### src/rtl/dff_pipe.sv
// dff_pipe: stallable, flushable WIDTH x DEPTH delay line with per-stage valid bits and a registered occupancy count.
// Define DFF_PIPE_PARITY_EN to add a per-stage parity bit and an output-stage parity check.
module dff_pipe #(
    parameter int               WIDTH   = 8,
    parameter int               DEPTH   = 4,
    parameter logic [WIDTH-1:0] RST_VAL = '0
) (
    input  logic                         clk,
    input  logic                         rst,
    input  logic                         en,
    input  logic                         flush,
    input  logic [WIDTH-1:0]             d,
    input  logic                         d_valid,
    input  logic                         err_inject,
    output logic [WIDTH-1:0]             q,
    output logic                         q_valid,
    output logic [$clog2(DEPTH+1)-1:0]   occupancy,
    output logic [DEPTH*WIDTH-1:0]       tap,
    output logic                         parity_err
);
    localparam int OW = $clog2(DEPTH+1);

    logic [DEPTH-1:0][WIDTH-1:0] data_q, data_d;
    logic [DEPTH-1:0]            valid_q, valid_d;
    logic [OW-1:0]               occ_q, occ_d;

    always_comb begin
        data_d  = data_q;
        valid_d = valid_q;
        occ_d   = occ_q;
        if (flush) begin
            data_d  = {DEPTH{RST_VAL}};
            valid_d = '0;
            occ_d   = '0;
        end else if (en) begin
            data_d[0]  = d;
            valid_d[0] = d_valid;
            for (int i = 1; i < DEPTH; i++) begin
                data_d[i]  = data_q[i-1];
                valid_d[i] = valid_q[i-1];
            end
            // enter and leave on the same edge cancel, so the count stays within 0..DEPTH
            occ_d = occ_q + OW'(d_valid) - OW'(valid_q[DEPTH-1]);
        end
    end

    always_ff @(posedge clk or negedge rst) begin
        if (!rst) begin
            data_q  <= {DEPTH{RST_VAL}};
            valid_q <= '0;
            occ_q   <= '0;
        end else begin
            data_q  <= data_d;
            valid_q <= valid_d;
            occ_q   <= occ_d;
        end
    end

    assign q         = data_q[DEPTH-1];
    assign q_valid   = valid_q[DEPTH-1];
    assign occupancy = occ_q;
    assign tap       = data_q;

`ifdef DFF_PIPE_PARITY_EN
    logic [DEPTH-1:0] par_q, par_d;
    logic             perr_q, perr_d;

    always_comb begin
        par_d = par_q;
        if (flush) begin
            par_d = '0;
        end else if (en) begin
            par_d[0] = ^d ^ err_inject;
            for (int i = 1; i < DEPTH; i++) begin
                par_d[i] = par_q[i-1];
            end
        end
        // checked on the next-state so the flag appears with the word on q
        perr_d = valid_d[DEPTH-1] & (par_d[DEPTH-1] != ^data_d[DEPTH-1]);
    end

    always_ff @(posedge clk or negedge rst) begin
        if (!rst) begin
            par_q  <= '0;
            perr_q <= 1'b0;
        end else begin
            par_q  <= par_d;
            perr_q <= perr_d;
        end
    end

    assign parity_err = perr_q;
`else
    logic unused_err_inject;
    assign unused_err_inject = err_inject;
    assign parity_err        = 1'b0;
`endif
endmodule

### config.mk
export PLATFORM = sky130hd
export DESIGN_NAME = dff_pipe
export DESIGN_NICKNAME = d
export VERILOG_FILES = /design/src/rtl/dff_pipe.sv
export SDC_FILE = /design/constraint.sdc
export NUM_CORES = 1
export LEC_CHECK = 0
export CAP_MARGIN = 10
export CORE_MARGIN = 5
export CORE_UTILIZATION = 45
export CTS_CLUSTER_DIAMETER = 150
export DETAILED_ROUTE_END_ITERATION = 10
export PLACE_DENSITY = 0.79
export SLEW_MARGIN = 15
export SYNTH_ARGS = -nofsm -noshare
export SYNTH_HDL_FRONTEND = slang
export SYNTH_SLANG_ARGS = --single-unit
### constraint.sdc
create_clock -name clk -period 4.6 [get_ports clk]
set_clock_uncertainty 0.15 [all_clocks]
set_input_delay 0.92 -clock clk [delete_from_list [all_inputs] [get_ports clk]]
set_output_delay 0.92 -clock clk [all_outputs]
set_load 0.1 [all_outputs]
==> results.cfg, run 1 <==
[detailed_routing]
detail-route-antenna-nets = 0
initialDrtViolationCount = 41
vias = 1171
vias_per_cell = 4.86
avgRoutedWirePerCell_um = 14.2
wl_um = 3420
drc = 0
drt-pass1-iter-count = 4

[global_route]
grt_max_degree = 41
first_global_vias = 1235
antenna_found_initial = 0
grt_usage = 0.145
grt-ovfl-total = 0
grt_pass1_wl_um = 5890

[synthesis]
ys.flop_type = dfrtp_1
synth_area_leader_cell = dfrtp_1
synth_edf_count = 0
syn_area_per_cell_sq_um = 12.0
yosysTopAreaCellShare = 0.556
ys_async_sr_fraction = 1.00
yosysWarnings = 0
synthesis.nets = 163
synth_area_sq_mm = 0.00176
synth_seq_area_share = 0.556
ys_types = 16
yosys-top-cells-area = dfrtp_1, mux2i_1, nor2_1, buf_4, buf_8
synthTopCellsByCount = dfrtp_1, nor2_1, mux2i_1, buf_4
ys_seq_elements = 39
syn_inst = 146

[cts]
cts_resized = 0
clk_latency_ns = 0.28
clock-sinks = 39
clock_path_buffers = 2
clkTransAtPathRegs_ns = 0.07
ctsRootBufferMaster = clkbuf_8
cts_tree = yes
cts_buffers = 5
cts_hold_buf = 0
cts_setup_buffers = 0
htree_num_levels = 2

[sta]
period_needed_ns = 2.94
worstMarginPinSlew_ns = 1.14
fmax_mhz = 340
setup_violations = 0
drv_slew = 0
hold_violations = 0
setup_tns_ns = 0
post-route-period-util = 0.640
relSlewSlack = 0.242
rsz0062_at_grt = false

[die]
fp.dieArea_sq_mm = 0.00525
core_sq_mm = 0.00372
pin_count = 59
initial_core_util = 0.473
rows = 22
die-width_um = 72.5
die_y_um = 72.5

[finish]
syn_to_final_growth_pct = 30.8
utilization = 0.619
drive_gt1_frac = 0.0518
fillCellCount = 328
fin_nets = 209
diodes = 0

[setup_path]
cp-end-kind = output pin
crit_chain = clkdlybuf4s50_1
crit_fanout = 4
worstPathArrival_ns = 1.87
cp_top_family = buffers and inverters
worstPathRequired_ns = 3.53
crit_type = reg -> out
crit_path_start_kind = flip-flop
slowest_stage = clkdlybuf4s50_1
max_stage_delay_ns = 1.16
path_buf_inv = 1

[pwr]
p_leak_nw = 1.13
irDropWorstVdd_mv = 0.222
cellPowerDensity_mw_per_mm2 = 318

[place]
hpwl_um = 2440
place.gp.congestion = 0.689
io_buffer_count = 56

[worst_hold_path]
min_path_type = reg -> reg

[run]
max-cap-violations = 0

[outcome]
status = complete, no violations
-- placed cells by master, fill, tap and decap left out --
| master | count |
|---|---|
| clkdlybuf4s50_1 | 54 |
| nor2_1 | 39 |
| dfrtp_1 | 39 |
| mux2i_1 | 38 |
| clkbuf_8 | 5 |
| inv_1 | 4 |
| ha_1 | 2 |
| clkbuf_1 | 2 |
| buf_2 | 2 |
| xor2_1 | 1 |
| nand2b_1 | 1 |
| a21oi_2 | 1 |
| a31o_1 | 1 |
| fa_1 | 1 |
| conb_1 | 1 |
| clkinv_2 | 1 |
| buf_4 | 1 |
-- flip-flops by register name, indices dropped and copies added, names as in the netlist --
| name | count |
|---|---|
| tap | 24 |
| q | 8 |
| valid_q | 4 |
| occupancy | 3 |
-- stage by stage --
| stage | hold slack [ns] | instance area [sq um] | setup WS (ns) | power, W | std cells |
|---|---|---|---|---|---|
| floorplan | 0.336 | 1760 | 2.00 | 0.000488 | 146 |
| global placement | 0.353 | 2220 | 1.85 | 0.000524 | 233 |
| detailed placement | 0.368 | 2220 | 1.80 | 0.000527 | 233 |
| CTS | 0.389 | 2300 | 1.64 | 0.000741 | 241 |
| global route | 0.434 | 2300 | 1.60 | 0.000767 | 241 |
| finish | 0.387 | 2300 | 1.66 | 0.000732 | 241 |
-- report_power, final --
group | internal, W | switching (W)
Combinational | 0.0000423 | 0.000115
Sequential | 0.000353 | 0.00000846
Clock | 0.000106 | 0.000107
-- layout make-up --
cell class / count / area (sq um) / area share
clock buffer: 7 / 76.3 / 0.0332
clock inverter: 1 / 5.00 / 0.00218
inverter: 4 / 15.0 / 0.00653
multi-input combinational: 85 / 608 / 0.265
sequential: 39 / 976 / 0.425
tap: 48 / 60.1 / 0.0261
timing repair buffer: 57 / 558 / 0.243
-- kinds of logic after synthesis --
logic type	after synthesis	synth area share
and+or+nand+nor	40	0.0869
DFF	39	0.556
muxes	38	0.217
buffers and inverters	22	0.0983
adders and majority gates	3	0.0256
AOI/OAI and AO/OA	2	0.00997
other	1	0.00213
xor gates and xnor gates	1	0.00499
-- final timing paths --
path,slack (ns),endpoint,depth (start not counted),from
worst max-delay path,1.66,occupancy[1],1,occupancy[1]
worst min-delay path,0.39,valid_q[0],2,valid_q[0]
worst max register to register,2.51,occupancy[2],8,valid_q[3]
worst min register to register,0.39,valid_q[0],2,valid_q[0]
max in group asynchronous,3.19,occupancy[0],1,rst
min in group asynchronous,0.58,tap[11],1,rst
-- metal layers --
| layer | vias to the layer above | track usage | share of wire |
|---|---|---|---|
| met3 | 5 | 0.0291 | 0.044 |
| met1 | 574 | 0.172 | 0.41 |
| li1 | 559 | - | - |
| met4 | 0 | 0.0676 | 0.018 |
| met5 | - | 0 | 0 |
| met2 | 33 | 0.253 | 0.53 |
(Power assumes the default switching activity.)
==> run 2, diff against run 1 <==
- clock period: 4.6 -> 2.9 ns (I/O delays scaled with it)
==> results.cfg, run 2 (synthesized netlist as in run 1, its figures left out) <==
[outcome]
status = complete, no violations

[cts]
clock-sinks = 39
clkTransAtPathRegs_ns = 0.07
clock_path_buffers = 2
cts_setup_buffers = 0
htree_num_levels = 2
ctsRootBufferMaster = clkbuf_8
cts_tree = yes
cts_hold_buf = 0
clk_latency_ns = 0.28
cts_resized = 0
cts_buffers = 5

[detailed_routing]
detail-route-antenna-nets = 0
initialDrtViolationCount = 36
avgRoutedWirePerCell_um = 13.6
drt-pass1-iter-count = 4
drc = 0
wl_um = 3310
vias_per_cell = 4.77
vias = 1160

[finish]
syn_to_final_growth_pct = 26.5
final_common_cell = buf_4
fin_nets = 211
utilization = 0.598
drive_gt1_frac = 0.292
diodes = 0
largest_register_ffs = 24
final_cell_mix = buf_4, nor2_1, dfrtp_1

[die]
fp.dieArea_sq_mm = 0.00525
die_y_um = 72.5
pin_count = 59
rows = 22
die-width_um = 72.5
core_sq_mm = 0.00372
initial_core_util = 0.473

[sta]
setup_violations = 0
period_needed_ns = 2.09
worstMarginPinSlew_ns = 0.817
hold_violations = 0
drv_slew = 0
setup_tns_ns = 0
relSlewSlack = 0.455
fmax_mhz = 478
post-route-period-util = 0.722
rsz0062_at_grt = false

[worst_hold_path]
min_path_type = in -> async

[pwr]
switchingPower_w = 0.000364
p_leak_nw = 1.23
swShare = 0.303
sequentialPowerShare = 0.478
irDropWorstVdd_mv = 0.414
p_clk_frac = 0.321
pwr-share-comb = 0.202
internal_power_w = 0.000839
cellPowerDensity_mw_per_mm2 = 541

[setup_path]
crit_fanout = 2
cp-end-kind = flip-flop
path_buf_inv = 2
slowest_stage = clkdlybuf4s50_1
cp_top_family = buffers and inverters
worstPathRequired_ns = 2.93
crit_type = in -> reg
worstPathArrival_ns = 2.12
crit_chain = clkdlybuf4s50_1, ha_1, inv_1, fa_1, xor2_1, a21oi_2, a31o_1
max_stage_delay_ns = 0.48
crit_path_start_kind = input pin

[run]
max-cap-violations = 0

[global_route]
grt_pass1_wl_um = 5310
grt_max_degree = 40
grt_usage = 0.131
first_global_vias = 1117
antenna_found_initial = 0
grt-ovfl-total = 0

[place]
place.gp.congestion = 0.721
io_buffer_count = 56
hpwl_um = 2440
run 2: cell count changes in the layout (fill, tap and decap cells not counted):
cell,previous run,this run
buf_4,1,47
clkbuf_1,2,1
clkbuf_8,5,7
clkdlybuf4s50_1,54,10
clkinv_2,1,0
run 2: final timing paths:
check / cells past startpoint / endpoint / from / slack (ns)
max reg2reg: 8 / occupancy[2] / valid_q[3] / 0.85
min: 1 / tap[3] / rst / 0.24
max in group asynchronous: 1 / tap[12] / rst / 1.85
max: 7 / occupancy[2] / d_valid / 0.81
min in group clk: 2 / valid_q[1] / valid_q[1] / 0.39
min reg2reg: 2 / valid_q[1] / valid_q[1] / 0.39
run 2: routing by layer:
| metal | wire length [um] | part of all wire | track usage |
|---|---|---|---|
| met3 | 190 | 0.057 | 0.0471 |
| met1 | 1360 | 0.41 | 0.157 |
| met4 | 38 | 0.011 | 0.0553 |
| met5 | 0 | 0 | 0 |
| met2 | 1710 | 0.52 | 0.213 |
run 2: cell type report:
cell class	count	area, sq um
timing repair buffer	59	463
tap	48	60.1
clock buffer	8	100
sequential	39	976
fill	338	1490
inverter	4	15.0
multi-input combinational	85	608
run 2: power groups by stage:
| stage | Sequential (W) | Combinational, W | Clock [W] |
|---|---|---|---|
| 2_1_floorplan | 0.000695 | 0.0000791 | 0 |
| 3_3_place_gp | 0.000584 | 0.000242 | 0 |
| 3_5_place_dp | 0.000585 | 0.000245 | 0 |
| 4_1_cts | 0.000574 | 0.000245 | 0.000398 |
| 5_1_grt | 0.000576 | 0.000255 | 0.000429 |
| 6_report | 0.000574 | 0.000243 | 0.000386 |
run 2: stage by stage:
step | setup WS, ns | area (sq um) | hold slack (ns) | instances | total power (W)
after floorplan | 0.304 | 1760 | 0.134 | 146 | 0.000774
after global placement | 0.542 | 2120 | 0.353 | 235 | 0.000825
after detailed placement | 0.502 | 2120 | 0.375 | 235 | 0.000830
after CTS | 0.812 | 2220 | 0.265 | 243 | 0.00122
after global routing | 0.722 | 2220 | 0.308 | 243 | 0.00126
final | 0.807 | 2220 | 0.241 | 243 | 0.00120
run 2: worst reg2reg max path: cells and delay by family (launching register included):
kind	cells	cell delay, ns
AO/OA/AOI/OAI	2	0.26
XOR/XNOR	1	0.22
adder cells (fa/ha/maj)	3	0.79
buffers and inverters	2	0.11
flip-flops	1	0.40
==> run 3, diff against run 2 <==
- CORE_UTILIZATION: 45 -> 41
- PLACE_DENSITY: 0.79 -> 0.76
- clock period: 2.9 -> 1.9 ns (I/O delays scaled with it)
==> results.cfg, run 3 (synthesized netlist as in run 1, its figures left out) <==
[global_route]
grt-ovfl-total = 0
first_global_vias = 1258
grt_usage = 0.148
antenna_found_initial = 0
grt_pass1_wl_um = 6380
grt_max_degree = 41

[pwr]
p_leak_nw = 1.37
irDropWorstVdd_mv = 0.545
power.total_w = 0.00186
cellPowerDensity_mw_per_mm2 = 653

[die]
pin_count = 59
die_y_um = 75.5
die-width_um = 75.5
core_sq_mm = 0.00409
initial_core_util = 0.430
fp.dieArea_sq_mm = 0.00569
rows = 23

[worst_hold_path]
min_path_type = reg -> reg

[detailed_routing]
detail-route-antenna-nets = 0
vias = 1182
vias_per_cell = 4.77
initialDrtViolationCount = 58
wl_um = 3860
avgRoutedWirePerCell_um = 15.6
drt-pass1-iter-count = 4
drc = 0

[cts]
cts_buffers = 5
cts_tree = yes
clock_path_buffers = 2
ctsRootBufferMaster = clkbuf_8
cts_resized = 0
clkTransAtPathRegs_ns = 0.07
cts_setup_buffers = 0
clock-sinks = 39
htree_num_levels = 2
clk_latency_ns = 0.27

[sta]
post-route-period-util = 1.04
setup_violations = 2
drv_slew = 0
period_needed_ns = 1.97
setup_slack_ns = -0.0666
worst_hold_slack_ns = 0.379
fmax_mhz = 508
hold_violations = 0
rsz0062_at_grt = true

[place]
io_buffer_count = 56
post_dp_cell_area_sq_mm = 0.00276
hpwl_um = 2920
place.gp.congestion = 0.696

[finish]
final_common_cell = buf_12
final_cell_area_sq_mm = 0.00285
fin_nets = 214
fillCellCount = 300
final_cell_mix = buf_12, nor2_1, mux2i_1
utilization = 0.698
drive_gt1_frac = 0.348
syn_to_final_growth_pct = 62.3
multi_input_comb_area_sq_um = 643
largest_register_ffs = 24
diodes = 0
ff_latch_area_sq_um = 983

[setup_path]
crit_fanout = 2
crit_type = reg -> reg
cp-end-kind = flip-flop
critPathMostFrequentCell = inv_2
crit_chain = inv_2, ha_4, inv_2, ha_4, inv_2, fa_2, xor2_2, a21oi_2, a31o_1
worstPathRequired_ns = 1.92
cp-endpoint = occupancy[2]
startpoint = occupancy[0]
rr_endpoint = occupancy[2]
crit_path_start_kind = flip-flop
rr_worst_depth = 9
r2r-start = occupancy[0]
max_stage_delay_ns = 0.48
slowest_stage = dfrtp_4
worstPathArrival_ns = 1.98
r2r_slack_ns = -0.07

[outcome]
failed_checks = setup timing
status = complete, but fails checks

[run]
max-cap-violations = 0
==> run 3: final cells by class <==
cell class	instances	area share
multi-input combinational	85	0.226
inverter	4	0.00527
clock inverter	3	0.00527
sequential	39	0.345
clock buffer	5	0.0241
timing repair buffer	62	0.373
tap	50	0.0219
==> run 3: power breakdown <==
group          total, W  switching (W)  internal [W]
registers      0.000890      0.0000334      0.000856
clock network  0.000514       0.000263      0.000251
logic          0.000459       0.000289      0.000170
==> run 3: worst min-delay path by stage <==
stage | endpoint | cells past startpoint | from | slack [ns]
after global routing | valid_q[2] | 2 | valid_q[2] | 0.43
after global placement | q[2] | 2 | rst | 0.21
after detailed placement | tap[3] | 2 | rst | 0.21
after floorplan | occupancy[1] | 0 | rst | -0.07
final | valid_q[2] | 2 | valid_q[2] | 0.38
after CTS | valid_q[2] | 2 | valid_q[2] | 0.38
==> run 3: metrics by stage <==
step	cells	worst slack (ns)	TNS [ns]
after CTS	248	-0.0809	-0.128
after global routing	248	-0.158	-0.257
after global placement	239	-0.198	-0.371
after detailed placement	239	-0.238	-0.446
after floorplan	146	-0.202	-0.386
final	248	-0.0666	-0.106
==> run 3: timing repair <==
| item | CTS | global route |
|---|---|---|
| hold endpoints to repair | 39 | 0 |
| setup endpoints to repair | 2 | 2 |
| pin swaps | 1 | 0 |
| hold buffers | 1 | 0 |
| cloned | 0 | 0 |
==> run 3: worst max-delay path, delay by kind of cell (launching register included) <==
kind            cells  cell delay (ns)
compound gates      2             0.25
xor+xnor            1             0.17
fa+ha+maj           3             0.65
buf+inv             3             0.16
flops               1             0.48
==> run 3: routing by layer <==
metal | wire, um | share of wire | global-route usage
met1 | 1400 | 0.36 | 0.169
met3 | 181 | 0.047 | 0.0317
met5 | 0 | 0 | 0
met4 | 34 | 0.0088 | 0.0350
met2 | 2240 | 0.58 | 0.280
==> RTL change 1 (flow settings as in run 2) <==
Register the input `d_valid` before use. The logic sees it one clock later. The other inputs are not delayed to match.
--- a/src/rtl/dff_pipe.sv
+++ b/src/rtl/dff_pipe.sv
@@ -20,6 +20,12 @@
 );
     localparam int OW = $clog2(DEPTH+1);
 
+    logic d_valid_q;
+
+    always_ff @(posedge clk) begin
+        d_valid_q <= d_valid;
+    end
+
     logic [DEPTH-1:0][WIDTH-1:0] data_q, data_d;
     logic [DEPTH-1:0]            valid_q, valid_d;
     logic [OW-1:0]               occ_q, occ_d;
@@ -34,13 +40,13 @@
             occ_d   = '0;
         end else if (en) begin
             data_d[0]  = d;
-            valid_d[0] = d_valid;
+            valid_d[0] = d_valid_q;
             for (int i = 1; i < DEPTH; i++) begin
                 data_d[i]  = data_q[i-1];
                 valid_d[i] = valid_q[i-1];
             end
             // enter and leave on the same edge cancel, so the count stays within 0..DEPTH
-            occ_d = occ_q + OW'(d_valid) - OW'(valid_q[DEPTH-1]);
+            occ_d = occ_q + OW'(d_valid_q) - OW'(valid_q[DEPTH-1]);
         end
     end
 
Function: changed (Yosys sat finds a counterexample within 4 cycles, from zero or initial values and one cycle with rst low).
==> RTL change 1 against run 2 <==
Setup slack improved by 0.048 ns. Synthesized cell count rose by 0.68%. Global-route usage rose by 0.47 points. Worst hold slack improved by 0.0090 ns. Synthesized area rose by 1.1%. Final cell count rose by 0.41%. Design area rose by 1.0%. Power fell by 0.80%. Sequential cell count rose by 1. Routed wire length rose by 2.8%. Largest cell class unchanged.
==> RTL change 1: results (changes against run 2) <==
| Metric | Value |
|---|---|
| Status | `finished clean (unchanged)` |
| Final nets | `212 (was 211)` |
| Global-route wire length before repair | `5.58 mm (was 5.31 mm)` |
| Non-Filler Instances | `244 (was 243)` |
| Syn Inst Count | `147 (was 146)` |
| CP max-delay cell | `dfrtp_1 (was clkdlybuf4s50_1)` |
| Async set or reset register ratio after synthesis | `97.5% (was 100%)` |
| Fin crit share | `70.5% (was 72.2%)` |
| First DRT Iteration DRCs | `61 (was 36)` |
| Peak supply drop | `0.000356 V (was 0.000414 V)` |
| Post-Synth XOR/XNOR Area | `0.493% (was 0.499%)` |
| Critical path startpoint category | `register (was primary input)` |
| Vias | `1,181 (was 1,160)` |
| Place WS | `0.856 ns (was 0.502 ns)` |
| # fillers | `328 (was 338)` |
| Hold_ws | `0.250 ns (was 0.241 ns)` |
| Layout cells sized above 1 | `28.6% (was 29.2%)` |
| Met3 track demand over resource | `3.58% (was 4.71%)` |
| Post-Synth Adder-Cell Area | `2.54% (was 2.56%)` |
| Mux cell area share after synthesis | `21.4% (was 21.7%)` |
| Largest stage delay, worst path | `0.40 ns (was 0.48 ns)` |
| Critical Path Start | `valid_q[3] (was d_valid)` |
| Delay-heaviest family, CP | `adder cells (was buffers and inverters)` |
| Cell Int Power | `831 µW (was 839 µW)` |
| Main area contributors after synthesis | `dfrtp_1 55%, mux2i_1 21%, nor2_1 8.2%, buf_4 3.8%, buf_8 3.4% (was dfrtp_1 56%, mux2i_1 22%, nor2_1 8.3%, buf_4 3.8%, buf_8 3.4%)` |
| CP Max Fanout | `3 (was 2)` |
| RD Place Congestion | `0.726 (was 0.721)` |
| Netlist cell types | `17 (was 16)` |
| Sequential fraction of the synthesis area | `56.1% (was 55.6%)` |
| DP Area | `2150 µm² (was 2120 µm²)` |
| Post-Syn Nets | `164 (was 163)` |
| GRT Total Usage | `13.6% (was 13.1%)` |
| Compound-Gate Fraction of Synth Area | `0.986% (was 0.997%)` |
| Relative slew slack | `45.1% (was 45.5%)` |
| Data arrival, critical path | `2.06 ns (was 2.12 ns)` |
| GRT met2 Usage | `22.8% (was 21.3%)` |
## RTL change 1: cell types whose count changed after synthesis, sizes merged
| cell | delta |
|---|---|
| dfxtp | +1 |
## RTL change 1: power groups by stage
stage / registers, mW / logic [mW] / clock network, mW
3_3_place_gp: 0.598 / 0.242 / 0
2_1_floorplan: 0.709 / 0.0780 / 0
6_report: 0.589 / 0.243 / 0.361
5_1_grt: 0.592 / 0.256 / 0.402
4_1_cts: 0.589 / 0.246 / 0.374
3_5_place_dp: 0.600 / 0.245 / 0
## RTL change 1: layer usage
layer | up-vias | wire length (µm)
met4 | 0 | 73
met1 | 585 | 1360
met5 | - | 0
met2 | 27 | 1820
li1 | 562 | -
met3 | 7 | 148
## RTL change 1: area by class of cell
type	count	area (µm²)	area share (%)
sequential	40	996	44.4
multi-input combinational	85	608	27.1
timing repair buffer	59	475	21.2
inverter	4	15.0	0.669
tap	48	60.1	2.68
clock buffer	8	90.1	4.01
==> RTL change 2 (config.mk and constraints of run 2) <==
Without the edit above. Set the parameter `DEPTH` to 8 (it was 4).
--- a/src/rtl/dff_pipe.sv
+++ b/src/rtl/dff_pipe.sv
@@ -2,7 +2,7 @@
 // Define DFF_PIPE_PARITY_EN to add a per-stage parity bit and an output-stage parity check.
 module dff_pipe #(
     parameter int               WIDTH   = 8,
-    parameter int               DEPTH   = 4,
+    parameter int               DEPTH   = 8,
     parameter logic [WIDTH-1:0] RST_VAL = '0
 ) (
     input  logic                         clk,
Interface: changed (resized occupancy and tap); port bits go from 59 to 92. No check against the original RTL was run, so the function may have changed too.
==> RTL change 2 against run 2 <==
Synthesized area is 86% higher. Sequential cell count rose by 37. Non-clock buffer count grew 35. Power grew 79%. Critical path depth stayed put. Setup slack gained 0.022 ns. Design area up 86%. Routed wire length increased by 99%. Critical endpoint is now occupancy[3]. Highest routed layer unchanged.
==> RTL change 2: results (changes against run 2) <==
| Metric | Value |
|---|---|
| Post-Synth XOR/XNOR Area | `0.267% (was 0.499%)` |
| RD Place Congestion | `0.729 (was 0.721)` |
| CP max-delay cell | `dfrtp_1 (was clkdlybuf4s50_1)` |
| Placed Cells | `439 (was 235)` |
| Delay-heaviest family, CP | `multiplexers (was buffers and inverters)` |
| Place WS | `0.476 ns (was 0.502 ns)` |
| First DRT Iteration DRCs | `57 (was 36)` |
| Leakage power | `2.27 nW (was 1.23 nW)` |
| Data arrival, critical path | `2.16 ns (was 2.12 ns)` |
| Clock power frac | `34.6% (was 32.1%)` |
| Via density per instance | `4.80 (was 4.77)` |
| Final nets | `370 (was 211)` |
| Layout cells sized above 1 | `27.8% (was 29.2%)` |
| Sequential fraction of the synthesis area | `58.1% (was 55.6%)` |
| Clk_lat worst skew | `0.34 ns (was 0.28 ns)` |
| Post-Synth Adder-Cell Area | `2.14% (was 2.56%)` |
| DR WL met2 | `2.96 mm (was 1.71 mm)` |
| Mux cell area share after synthesis | `23.3% (was 21.7%)` |
| Compound-Gate Fraction of Synth Area | `0.726% (was 0.997%)` |
| Status | `finished clean (unchanged)` |
| Largest net degree at the start of global routing | `43 (was 40)` |
| Post-Route M1 WL | `3.02 mm (was 1.36 mm)` |
| Peak supply drop | `0.000267 V (was 0.000414 V)` |
| H-tree Lvls | `3 (was 2)` |
| GRT met2 Usage | `22.9% (was 21.3%)` |
| Switch share | `28.3% (was 30.3%)` |
| Relative slew slack | `65.2% (was 45.5%)` |
| Share of the synthesized area in the top cell type | `58.1% (was 55.6%)` |
| Post-Syn Nets | `291 (was 163)` |
| Met3 track demand over resource | `4.89% (was 4.71%)` |
| Logic pwr share | `14.6% (was 20.2%)` |
| DP Area | `3960 µm² (was 2120 µm²)` |
| Main area contributors after synthesis | `dfrtp_1 58%, mux2i_1 23%, nor2_1 8.7%, buf_4 3.0%, buf_6 1.7% (was dfrtp_1 56%, mux2i_1 22%, nor2_1 8.3%, buf_4 3.8%, buf_8 3.4%)` |
| GRT Total Usage | `15.6% (was 13.1%)` |
| Power Sequential | `1.09 mW (was 574 µW)` |
RTL change 2: cell count changes after synthesis, moves of 4 or more:
cell / before / now
dfrtp_1: 39 / 76
mux2i_1: 38 / 75
nor2_1: 39 / 76
buf_4: 9 / 13
buf_6: 1 / 5
buf_8: 4 / 0
RTL change 2: final cells by class:
class / instances / area, µm²
Timing Repair Buffer: 94 / 751
Clock buffer: 15 / 176
Multi-Input combinational cell: 165 / 1170
Sequential cell: 76 / 1900
Tap cell: 99 / 124
Clock inverter: 1 / 5.00
Inverter: 5 / 18.8
Fill cell: 627 / 3030
RTL change 2: worst paths after layout:
path                            depth (start not counted)  slack (ns)            to  startpoint
worst max-delay path                                    7        0.83  occupancy[3]  valid_q[7]
min in group clk                                        2        0.37    valid_q[0]  valid_q[0]
max in group asynchronous                               2        1.99       tap[43]         rst
worst max register to register                          7        0.83  occupancy[3]  valid_q[7]
worst min register to register                          2        0.37    valid_q[0]  valid_q[0]
worst min-delay path                                    1        0.03          q[3]         rst
